<file path="src/rtl/seg7_scan_2digit_pkg.sv">
// Shared definitions for the 2-digit 7-segment scanner.
//   - Segment patterns are {g,f,e,d,c,b,a} and active-high.
//   - dig_sel_e is the scan digit index: ones = 0, tens = 1.
//   - disp_t is one registered display state (anodes + segments).
package seg7_scan_2digit_pkg;

    localparam logic [6:0] SEG_0    = 7'b0111111;
    localparam logic [6:0] SEG_1    = 7'b0000110;
    localparam logic [6:0] SEG_2    = 7'b1011011;
    localparam logic [6:0] SEG_3    = 7'b1001111;
    localparam logic [6:0] SEG_4    = 7'b1100110;
    localparam logic [6:0] SEG_5    = 7'b1101101;
    localparam logic [6:0] SEG_6    = 7'b1111101;
    localparam logic [6:0] SEG_7    = 7'b0000111;
    localparam logic [6:0] SEG_8    = 7'b1111111;
    localparam logic [6:0] SEG_9    = 7'b1101111;
    localparam logic [6:0] SEG_DASH = 7'b1000000;
    localparam logic [6:0] SEG_OFF  = 7'b0000000;

    typedef enum logic {
        DIG_ONES = 1'b0,
        DIG_TENS = 1'b1
    } dig_sel_e;

    typedef struct packed {
        logic [1:0] an;
        logic [6:0] seg;
    } disp_t;

    // Active-high one-hot anode enable for the selected digit.
    function automatic logic [1:0] an_onehot(input dig_sel_e s);
        return (s == DIG_TENS) ? 2'b10 : 2'b01;
    endfunction

endpackage

</file>
<file path="src/rtl/seg7_scan_2digit_bcd_to_seg7.sv">
// Combinational BCD to 7-segment decoder.
//   bcd : 4-bit digit in
//   seg : active-high pattern {g,f,e,d,c,b,a}; codes 10-15 show a dash
module bcd_to_seg7
    import seg7_scan_2digit_pkg::*;
(
    input  logic [3:0] bcd,
    output logic [6:0] seg
);

    always_comb begin
        seg = SEG_DASH;
        case (bcd)
            4'd0:    seg = SEG_0;
            4'd1:    seg = SEG_1;
            4'd2:    seg = SEG_2;
            4'd3:    seg = SEG_3;
            4'd4:    seg = SEG_4;
            4'd5:    seg = SEG_5;
            4'd6:    seg = SEG_6;
            4'd7:    seg = SEG_7;
            4'd8:    seg = SEG_8;
            4'd9:    seg = SEG_9;
            default: seg = SEG_DASH;
        endcase
    end

endmodule

</file>
<file path="src/rtl/seg7_scan_2digit.sv">
// Two-digit common-anode 7-segment scanner.
// Time-multiplexes a tens/ones BCD pair onto one shared segment bus with a
// one-clock all-off guard between digits, frame-coherent digit capture and
// optional leading-zero blanking.
//   clock      : system clock, rising edge
//   reset      : synchronous, active-high
//   dig1/dig0  : tens/ones BCD digits, synchronous to clock
//   blank_lead : blank the tens digit when the captured tens value is 0
//   seg        : segments {g,f,e,d,c,b,a}, polarity per ACTIVE_LOW
//   an         : digit enables, an[0]=ones, an[1]=tens, polarity per ACTIVE_LOW
module seg7_scan_2digit
    import seg7_scan_2digit_pkg::*;
#(
    parameter int REFRESH_DIV = 100000,
    parameter bit ACTIVE_LOW  = 1'b1
) (
    input  logic       clock,
    input  logic       reset,
    input  logic [3:0] dig1,
    input  logic [3:0] dig0,
    input  logic       blank_lead,
    output logic [6:0] seg,
    output logic [1:0] an
);

    localparam int             CW      = $clog2(REFRESH_DIV);
    localparam logic [CW-1:0]  CNT_MAX = CW'(REFRESH_DIV - 1);

    logic [CW-1:0] cnt;
    logic          tick;
    dig_sel_e      sel;
    logic [3:0]    sh1, sh0;
    logic [3:0]    cur_bcd;
    logic [6:0]    cur_pat;
    disp_t         disp_nxt;
    disp_t         disp_pins;
    disp_t         disp_off_pins;

    assign tick = (cnt == CNT_MAX);

    // Prescaler, digit select and frame shadow registers. Capturing only on
    // the tick that ends the tens slot means both digits of a frame always
    // come from the same counter value.
    always_ff @(posedge clock) begin
        if (reset) begin
            cnt <= '0;
            sel <= DIG_ONES;
            sh1 <= 4'd0;
            sh0 <= 4'd0;
        end else begin
            cnt <= tick ? '0 : cnt + CW'(1);
            if (tick) begin
                sel <= (sel == DIG_ONES) ? DIG_TENS : DIG_ONES;
                if (sel == DIG_TENS) begin
                    sh1 <= dig1;
                    sh0 <= dig0;
                end
            end
        end
    end

    assign cur_bcd = (sel == DIG_TENS) ? sh1 : sh0;

    bcd_to_seg7 u_dec (
        .bcd (cur_bcd),
        .seg (cur_pat)
    );

    // Next display state, internal active-high. The tick edge forces the
    // guard cycle so the old digit's anode is off before the new one drives.
    always_comb begin
        disp_nxt.an  = 2'b00;
        disp_nxt.seg = SEG_OFF;
        if (!tick) begin
            disp_nxt.an = an_onehot(sel);
            if (sel == DIG_TENS && blank_lead && sh1 == 4'd0)
                disp_nxt.seg = SEG_OFF;
            else
                disp_nxt.seg = cur_pat;
        end
    end

    // Board polarity applied before the output register so pins are glitch-free.
    assign disp_pins     = ACTIVE_LOW ? ~disp_nxt : disp_nxt;
    assign disp_off_pins = ACTIVE_LOW ? '1 : '0;

    always_ff @(posedge clock) begin
        if (reset) begin
            an  <= disp_off_pins.an;
            seg <= disp_off_pins.seg;
        end else begin
            an  <= disp_pins.an;
            seg <= disp_pins.seg;
        end
    end

endmodule

</file>
<file path="config.mk">
export PLATFORM = sky130hd
export DESIGN_NAME = seg7_scan_2digit
export DESIGN_NICKNAME = d
export VERILOG_FILES = /design/src/rtl/seg7_scan_2digit_pkg.sv /design/src/rtl/seg7_scan_2digit_bcd_to_seg7.sv /design/src/rtl/seg7_scan_2digit.sv
export SDC_FILE = /design/constraint.sdc
export NUM_CORES = 1
export LEC_CHECK = 0
export CELL_PAD_IN_SITES_DETAIL_PLACEMENT = 0
export CELL_PAD_IN_SITES_GLOBAL_PLACEMENT = 1
export CORE_MARGIN = 1.5
export CORE_UTILIZATION = 30
export CTS_BUF_LIST = sky130_fd_sc_hd__clkbuf_16
export CTS_CLUSTER_DIAMETER = 80
export CTS_CLUSTER_SIZE = 16
export DETAILED_ROUTE_END_ITERATION = 8
export PLACE_DENSITY_LB_ADDON = 0.1
export SETUP_SLACK_MARGIN = 0.3
export SLEW_MARGIN = 25
export SYNTH_ARGS = -nofsm -noshare
export SYNTH_HDL_FRONTEND = slang
export SYNTH_SLANG_ARGS = --single-unit
</file>
<file path="constraint.sdc">
create_clock -name clock -period 2.2 [get_ports clock]
set_input_delay 0.55 -clock clock [delete_from_list [all_inputs] [get_ports clock]]
set_output_delay 0.55 -clock clock [all_outputs]
set_load 0.02 [all_outputs]
</file>
==> results of run 1 <==
==> cell families after synthesis <==
| kind of cell | after synthesis | synth area share |
|---|---|---|
| AOI/OAI and AO/OA | 22 | 0.07336 |
| buffers and inverters | 14 | 0.05096 |
| muxes | 6 | 0.03861 |
| adders and majority gates | 6 | 0.04633 |
| DFF | 35 | 0.4324 |
| and+or+nand+nor | 75 | 0.2718 |
| xor gates and xnor gates | 16 | 0.08649 |
==> metrics by stage <==
stage	hold WS (ps)	total power, mW	setup slack, ps	utilization	cell area [sq um]
2_1_floorplan	429.4	0.6995	506.6	-	1620
3_3_place_gp	444.2	0.7345	312.4	0.3612	1868
3_5_place_dp	468.8	0.7356	284.2	0.3612	1868
4_1_cts	479.4	1.384	338.9	0.3870	2002
5_1_grt	510.0	1.424	287.2	0.3996	2067
6_report	471.9	1.369	397.3	0.3996	2067
==> sequential cells by signal, summed over array words and instances (netlist names) <==
signal,flops
an,2
cnt,17
seg,7
sel,1
sh0,4
sh1,4
==> worst paths after layout <==
| check | to | slack [ps] |
|---|---|---|
| max | cnt[1] | 400 |
| max reg2reg | cnt[1] | 400 |
| min reg2reg | cnt[0] | 470 |
| min | cnt[0] | 470 |
==> metal layers <==
| metal | vias up | global-route usage | part of all wire |
|---|---|---|---|
| li1 | 663 | - | - |
| met5 | - | 0 | 0 |
| met4 | 0 | 0.04444 | 0.011 |
| met2 | 20 | 0.2036 | 0.49 |
| met1 | 588 | 0.1441 | 0.46 |
| met3 | 4 | 0.04671 | 0.039 |
==> synth_stat cells, drive strengths merged (2+ instances only) <==
library cell,instances
a21oi,5
and2,2
buf,4
clkbuf,4
dfxtp,35
ha,6
inv,6
mux2,2
mux2i,4
nand2,6
nand2b,9
nand3,6
nand4,4
nand4b,9
nor2,22
nor3,3
nor4,8
o21ai,14
xnor2,15
==> final cells by class <==
cell class                      count  area, sq um  area share
Sequential cell                    35        703.2      0.3402
Clock buffer                        5        125.1     0.06053
Multi-Input combinational cell    125        853.3      0.4128
Clock inverter                      2        8.758    0.004237
Timing Repair Buffer               29        266.5      0.1289
Inverter                            6        22.52     0.01090
Tap cell                           70        87.58     0.04237
==> power groups by stage <==
stage	logic (mW)	registers [mW]	clock network, mW
6_report	0.0698	0.653	0.646
5_1_grt	0.0754	0.653	0.695
4_1_cts	0.0698	0.653	0.662
3_5_place_dp	0.0696	0.666	0
3_3_place_gp	0.0691	0.665	0
2_1_floorplan	0.0257	0.674	0
==> repair_timing <==
| action | in CTS | in global routing |
|---|---|---|
| gates resized for setup | 0 | 15 |
| setup endpoints to repair | 0 | 30 |
| buffers inserted | 0 | 5 |
==> run summary, run 1 <==
=========================================================================================
Final Instance Count excl. Fillers                                                    272
Synthesized area divided by synthesized cell count                            9.312 sq um
Critical path capture point type                                                     flop
Part of the total power dissipated in the clock network                             0.472
CTS sink count                                                                         35
Remaining routing DRC violations                                                        0
Average detailed-routed wire length per instance                                 12.22 um
Worst hold path type                                                         flop to flop
Fraction of layout cells with a size suffix above 1                                0.1386
Post-Place Cells                                                                      259
Layout filler cell count                                                              524
Die area                                                                       5851 sq um
Largest area contributor in the synthesized netlist                               dfxtp_1
Core Area                                                                      5172 sq um
Total routing resource utilization after global routing                            0.1229
Hold Path Stages                                                                        1
Wirelength, routed                                                                3325 um
Highest clock frequency the design can meet                                     554.7 MHz
RSZ-0062 raised after global routing                                                 true
Reg-to-reg startpoint                                                             cnt[13]
Clock tree from TritonCTS                                                           built
Vias after detailed routing                                                         1,275
WP data arrival                                                                   1970 ps
Sum of negative setup slack                                                          0 ps
Final HPWL DP                                                                     2342 um
Number of antenna cells inserted                                                        0
Static leakage                                                                  0.7259 nW
Launching instance or port of the critical path                                   cnt[13]
Relative contribution of combinational cells to total power                         0.051
Number of antenna violations at the first check in global routing                       0
Relative max-transition margin                                                     0.7225
Pins over their slew limit                                                              0
Proportion of register bits with asynchronous set or reset after synthesis              0
Sequential cell fraction of total power                                             0.477
H-tree levels                                                                           2
Wire length of the first global-routing pass                                      5651 um
Number of synthesis warnings                                                            0
Input/output buffers                                                                   19
Buffers plus inverters on the worst setup path                                          1
Cell Chain, Critical Path                                                    or4_4, nor4_4, buf_2, nor2_1, and2_1
Final period utilization                                                           0.8194
Sequential-to-total area share from yosys stat                                     0.4324
Number of cells on the worst reg-to-reg path                                            5
Slew at the pin closest to its max-slew limit                                    404.7 ps
Number of enable flip-flop cells after synthesis                                        0
Internal cell power                                                              1.092 mW
VDD IR max                                                                      0.2477 mV
Slowest CP cell                                                                     or4_4
Area delta synth->final                                                            27.57%
Clock-pin transition on the worst setup and hold timing paths                       50 ps
Final number of setup-violating endpoints                                               0
Critical Path RT                                                                  2370 ps
Final global-route overflow total                                                       0
Fraction of synthesized cell area taken by the top area cell type                  0.4324
Number of distinct library cells after synthesis                                       34
Gate count after technology mapping                                                   174
Detail-routed via count per cell                                                    4.688
Count of nets left with antenna violations after detail routing                         0
Iteration count of the initial detailed-routing pass                                    4
Final-report hold violation count                                                       0
Most common cell after layout, fill and taps aside                                dfxtp_1
Clock buffer count from CTS                                                             5
Top Ports                                                                              20
Switching power                                                                 0.2765 mW
Category of the worst setup path launch point                                        flop
Clock Latency Late Sink                                                            270 ps
Largest clock skew in the final design                                           4.493 ps
Worst Min Path Start                                                               cnt[0]
Main synth FF type                                                                dfxtp_1
Cell Area, Synth                                                               1620 sq um
Chip height                                                                      76.49 um
Total nets after synthesis                                                            191
Count of nets after finishing                                                         219
Maximum clock insertion buffer count                                                    2
Outcome                                                                      complete, no violations
Pin count of the biggest net entering global routing                                   18
Number of global-route vias before repair                                           1,230
Levels on crit path                                                                     5
Share of total power consumed by net switching                                     0.2020
Num rows                                                                               26
Fin crit period                                                                   1803 ps
Starting density of the core                                                       0.3133
Max-cap check violation count                                                           0
Most used cells in the layout excluding fill and tap cells                   33 x dfxtp_1, 22 x nor2_1, 19 x clkdlybuf4s50_1, 15 x xnor2_1
Die span in x                                                                    76.49 um
Largest delay share family, worst path                                       simple AND/OR/NAND/NOR gates
Critical path's largest stage delay                                                540 ps
Iteration-0 DRC Markers                                                                63
Number of storage elements in the synthesis netlist                                    35
Type of the setup path with the least slack                                  flop to flop
Most area-consuming cells after synthesis                                    dfxtp_1 43%, xnor2_1 8.1%, nor2_1 5.1%, nand4b_1 4.9%, ha_1 4.6%
Routability congestion estimate from global placement                              0.7391
Cts-stage hold buffer count                                                             0
Root Buffer                                                                     clkbuf_16
Cell Pwr Density                                                             662.2 nW/um^2
CP max FO                                                                               5
=========================================================================================
No activity file was read; power rests on OpenSTA's default activity.
==> inputs of run 2 (changes only) <==
==> constraint.sdc (replaced) <==
create_clock -name clock -period 1.7 [get_ports clock]
set_input_delay 0.425 -clock clock [delete_from_list [all_inputs] [get_ports clock]]
set_output_delay 0.425 -clock clock [all_outputs]
set_load 0.02 [all_outputs]
==> run summary, run 2 (synthesized netlist as in run 1, its figures left out) <==
================================================================================
Die area                                                              5851 sq um
Relative max-transition margin                                            0.7297
Vias after detailed routing                                                1,307
Pins over their slew limit                                                     0
Internal cell power                                                     1.431 mW
Count of nets after finishing                                                232
Chip height                                                             76.49 um
Endpoint of the worst hold-timing path                                    sh0[3]
Largest clock skew in the final design                                  4.185 ps
Non-Filler Cell Area, Final                                           2258 sq um
Cell area reported after detailed placement                           2044 sq um
Cell Chain, Critical Path                                           or4bb_4, nor4_4, buf_4, and2_4, o21ai_1
Max-cap check violation count                                                  0
Static leakage                                                         0.8236 nW
VDD IR max                                                             0.3346 mV
Total routing resource utilization after global routing                   0.1254
Total chip power                                                        1.820 mW
Worst reg2reg path endpoint                                               sh1[0]
Relative contribution of combinational cells to total power                0.057
Maximum clock insertion buffer count                                           2
H-tree levels                                                                  2
Clock buffer count from CTS                                                    5
Share of total power consumed by net switching                            0.2139
Worst slack on hold paths                                               480.6 ps
Core Area                                                             5172 sq um
Biggest regs                                                        cnt x17, seg x7
Remaining routing DRC violations                                               0
CP max FO                                                                      8
Number of global-route vias before repair                                  1,303
Sum of negative setup slack                                                 0 ps
Starting density of the core                                              0.3133
Wirelength, routed                                                       3370 um
Detail-routed via count per cell                                           4.570
Highest clock frequency the design can meet                            598.9 MHz
Number of antenna cells inserted                                               0
Input/output buffers                                                          19
Routability congestion estimate from global placement                     0.7681
Top Ports                                                                     20
Cell Pwr Density                                                    806.0 nW/um^2
Critical path capture point type                                            flop
Part of the total power dissipated in the clock network                    0.479
Critical path's largest stage delay                                       540 ps
Slew at the pin closest to its max-slew limit                           394.1 ps
Slowest CP cell                                                          or4bb_4
Final core occ                                                            0.4366
Fin crit period                                                          1670 ps
CTS sink count                                                                35
Wire length of the first global-routing pass                             5858 um
Type of the setup path with the least slack                         flop to flop
Most common cell after layout, fill and taps aside                       dfxtp_1
Number of antenna violations at the first check in global routing              0
Final global-route overflow total                                              0
Switching power                                                        0.3893 mW
Reg-to-reg startpoint                                                     cnt[8]
Fraction of layout cells with a size suffix above 1                       0.2639
Critical Path RT                                                         1860 ps
Flip-flop count of the largest register after layout                          17
Outcome                                                             complete, no violations
Category of the worst setup path launch point                               flop
Number of cells on the worst reg-to-reg path                                   5
Final HPWL DP                                                            2474 um
Count of nets left with antenna violations after detail routing                0
Average detailed-routed wire length per instance                        11.78 um
Root Buffer                                                            clkbuf_16
WP data arrival                                                          1830 ps
Most used cells in the layout excluding fill and tap cells          29 x dfxtp_1, 21 x nor2_1, 21 x buf_4, 14 x xnor2_1, 10 x clkdlybuf4s50_1
Layout filler cell count                                                     527
Final-report hold violation count                                              0
Minimum setup slack among reg-to-reg paths                                 30 ps
Die span in x                                                           76.49 um
Hold Path Stages                                                               2
Worst Min Path Start                                                      sh0[3]
RSZ-0062 raised after global routing                                        true
Iteration-0 DRC Markers                                                       74
Most flop-heavy register                                                     cnt
Clock-pin transition on the worst setup and hold timing paths              50 ps
Worst hold path type                                                flop to flop
Area delta synth->final                                                   39.38%
Clock tree from TritonCTS                                                  built
Iteration count of the initial detailed-routing pass                           3
Num rows                                                                      26
Sequential cell fraction of total power                                    0.464
Pin count of the biggest net entering global routing                          16
Clock Latency Late Sink                                                   280 ps
Final number of setup-violating endpoints                                      0
Final period utilization                                                  0.9822
================================================================================
==> run 2: power by group through the flow <==
stage / registers (mW) / logic, mW / clock network, mW
3_3_place_gp: 0.860 / 0.104 / 0
4_1_cts: 0.845 / 0.103 / 0.894
3_5_place_dp: 0.860 / 0.105 / 0
6_report: 0.845 / 0.104 / 0.871
5_1_grt: 0.846 / 0.116 / 0.930
2_1_floorplan: 0.872 / 0.0338 / 0
==> run 2: final cells by class <==
type	instances	area (sq um)	share of cell area
repair buffers	42	371.6	0.1645
well taps	70	87.58	0.03878
clock inverters	3	16.27	0.007202
inverters	6	22.52	0.009972
multi-input cells	125	927.1	0.4105
clock buffers	5	125.1	0.05540
flip-flops and latches	35	708.2	0.3136
==> run 2: timing repair <==
action / 4_1_cts / 5_1_grt
buffers inserted: 1 / 1
setup endpoints to repair: 43 / 34
gates cloned: 0 / 0
pin swaps: 3 / 4
resized for setup: 30 / 13
hold buffers: 0 / 0
==> run 2: critical path, delay by kind of cell (launching register included) <==
family | cells | cell delay [ps]
simple gates | 3 | 970
compound gates | 1 | 90
buf+inv | 1 | 190
flops | 1 | 320
==> run 2: metrics by stage <==
stage,instances,setup slack (ps)
after CTS,285,32.54
after detailed placement,276,-46.82
after floorplan,174,36.00
final,286,30.21
after global placement,276,17.51
after global routing,286,-27.58
==> run 2: layer usage <==
layer / GRT usage / vias up / share of wire
li1: - / 686 / -
met1: 0.1443 / 601 / 0.45
met2: 0.2116 / 14 / 0.50
met3: 0.04431 / 6 / 0.035
met4: 0.05000 / 0 / 0.017
met5: 0 / - / 0
==> run 2: worst max-delay path by stage <==
stage,startpoint,endpoint,slack (ps),cells past startpoint
floorplan,cnt[13],cnt[13],40,6
global placement,reset,seg[2],20,4
detailed placement,cnt[13],sh1[0],-50,4
CTS,cnt[8],cnt[10],30,6
global route,cnt[9],cnt[8],-30,6
finish,cnt[8],sh1[0],30,5
==> inputs of run 3 (changes only) <==
--- a/config.mk
+++ b/config.mk
@@ -13,6 +13,7 @@
 export CTS_CLUSTER_DIAMETER = 80
 export CTS_CLUSTER_SIZE = 16
 export DETAILED_ROUTE_END_ITERATION = 8
+export MAX_ROUTING_LAYER = met4
 export PLACE_DENSITY_LB_ADDON = 0.1
 export SETUP_SLACK_MARGIN = 0.3
 export SLEW_MARGIN = 25
==> constraint.sdc (replaced) <==
create_clock -name clock -period 1.7 [get_ports clock]
set_input_delay 0.255 -clock clock [delete_from_list [all_inputs] [get_ports clock]]
set_output_delay 0.255 -clock clock [all_outputs]
set_load 0.02 [all_outputs]
==> run summary, run 3 (synthesized netlist as in run 1, its figures left out) <==
================================================================================
Top Ports                                                                     20
H-tree levels                                                                  2
Clock-pin transition on the worst setup and hold timing paths              60 ps
Count of nets after finishing                                                235
Most common cell after layout, fill and taps aside                       dfxtp_1
Iteration-0 DRC Markers                                                       65
Final period utilization                                                  0.9958
Number of global-route vias before repair                                  1,276
Multi-input gate area                                                 1001 sq um
Detail-routed via count per cell                                           4.623
Clock tree from TritonCTS                                                  built
Routability congestion estimate from global placement                     0.8284
Starting density of the core                                              0.3133
CP max FO                                                                      7
Input/output buffers                                                          19
Die area                                                              5851 sq um
Critical path's largest stage delay                                       540 ps
Cell mode on critical path                                                 buf_4
Chip height                                                             76.49 um
CTS sink count                                                                35
Cell Chain, Critical Path                                           or4_4, nor4_4, buf_4, a311oi_1, buf_4, o21ai_1
Pin count of the biggest net entering global routing                          16
Worst slack on hold paths                                               482.0 ps
Layout filler cell count                                                     500
Slowest CP cell                                                            or4_4
Fin crit period                                                          1693 ps
Final global-route overflow total                                              0
Post-Place Cells                                                             279
Cell Pwr Density                                                    764.9 nW/um^2
Most used cells in the layout excluding fill and tap cells          32 x dfxtp_1, 24 x buf_4, 14 x xnor2_1, 13 x nor2_1, 10 x clkdlybuf4s50_1
Vias after detailed routing                                                1,336
Pins over their slew limit                                                     0
Biggest regs                                                        cnt x17, seg x7
Total routing resource utilization after global routing                   0.1268
Wirelength, routed                                                       3409 um
Outcome                                                             complete, no violations
Area delta synth->final                                                   44.63%
Relative max-transition margin                                            0.7326
Highest clock frequency the design can meet                            590.7 MHz
Die span in x                                                           76.49 um
Worst hold path type                                                flop to flop
Critical path capture point type                                            flop
RSZ-0062 raised after global routing                                        true
Final Instance Count excl. Fillers                                           289
Wire length of the first global-routing pass                             5713 um
Num rows                                                                      26
Max-cap check violation count                                                  0
Average detailed-routed wire length per instance                        11.80 um
Non-Filler Cell Area, Final                                           2344 sq um
Final core occ                                                            0.4531
Total area of sequential cells                                       704.4 sq um
Slew at the pin closest to its max-slew limit                           399.9 ps
WP data arrival                                                          1900 ps
Count of nets left with antenna violations after detail routing                0
Final-report hold violation count                                              0
Maximum clock insertion buffer count                                           2
Clock buffer count from CTS                                                    5
Fraction of layout cells with a size suffix above 1                       0.2922
Core Area                                                             5172 sq um
Remaining routing DRC violations                                               0
Flip-flop count of the largest register after layout                          17
Iteration count of the initial detailed-routing pass                           4
Static leakage                                                         0.8486 nW
Cell area reported after detailed placement                           2067 sq um
Critical Path RT                                                         1900 ps
Category of the worst setup path launch point                               flop
Final HPWL DP                                                            2494 um
Final number of setup-violating endpoints                                      0
Root Buffer                                                            clkbuf_16
Number of antenna cells inserted                                               0
Type of the setup path with the least slack                         flop to flop
Largest clock skew in the final design                                  7.515 ps
VDD IR max                                                             0.4307 mV
Number of antenna violations at the first check in global routing              0
Most flop-heavy register                                                     cnt
Clock Latency Late Sink                                                   270 ps
================================================================================
==> run 3: changes by cell type in the layout (fill, tap and decap cells not counted), moves of 2 or more <==
cell and change:
nor2_1 -8, buf_4 +3, o21ai_2 -2, dfxtp_2 -3
nor4_2 +2, o21ai_0 +5, dfxtp_1 +3, nor4_1 -3
o21ai_1 -3, nor2_4 +9
==> run 3: timing repair <==
action	CTS	global route
buffers inserted	2	0
pin swaps	2	2
setup endpoints to repair	43	34
resized for setup	33	18
hold buffers	0	0
==> run 3: power breakdown <==
group / internal, mW / total [mW] / switching [mW]
clock network: 0.529 / 0.843 / 0.315
registers: 0.836 / 0.843 / 0.00726
logic: 0.0581 / 0.106 / 0.0479
==> run 3: final cells by class <==
type                            count  share of cell area
Clock buffer                        5             0.05339
Clock inverter                      3            0.005339
Inverter                            6            0.009610
Multi-Input combinational cell    125              0.4271
Sequential cell                    35              0.3006
Tap cell                           70             0.03737
Timing Repair Buffer               45              0.1666
==> run 3: per-stage QoR <==
stage	TNS (ps)	setup slack, ps	total power, mW
2_1_floorplan	0	36.00	0.9058
4_1_cts	-0.3251	-0.2895	1.817
3_5_place_dp	0	12.72	0.9629
5_1_grt	-1185	-58.94	1.871
3_3_place_gp	0	6.060	0.9619
6_report	0	7.074	1.793
==> run 3: final timing paths <==
path	slack [ps]	startpoint	to	cells past startpoint
worst max-delay path	7	cnt[11]	seg[6]	6
worst min-delay path	480	sh0[3]	sh0[3]	2
worst max register to register	7	cnt[11]	seg[6]	6
worst min register to register	480	sh0[3]	sh0[3]	2
==> run 3: worst max-delay path, delay by kind of cell (launching register included) <==
| kind | cells | cell delay (ps) |
|---|---|---|
| flops | 1 | 320 |
| compound gates | 2 | 120 |
| buf+inv | 2 | 370 |
| simple gates | 2 | 820 |
==> run 3: routing by layer <==
layer / vias up / global-route usage / share of wire
met2: 21 / 0.2098 / 0.49
met5: - / - / 0
met3: 7 / 0.02874 / 0.029
li1: 696 / - / -
met4: 0 / 0.06667 / 0.021
met1: 612 / 0.1425 / 0.46
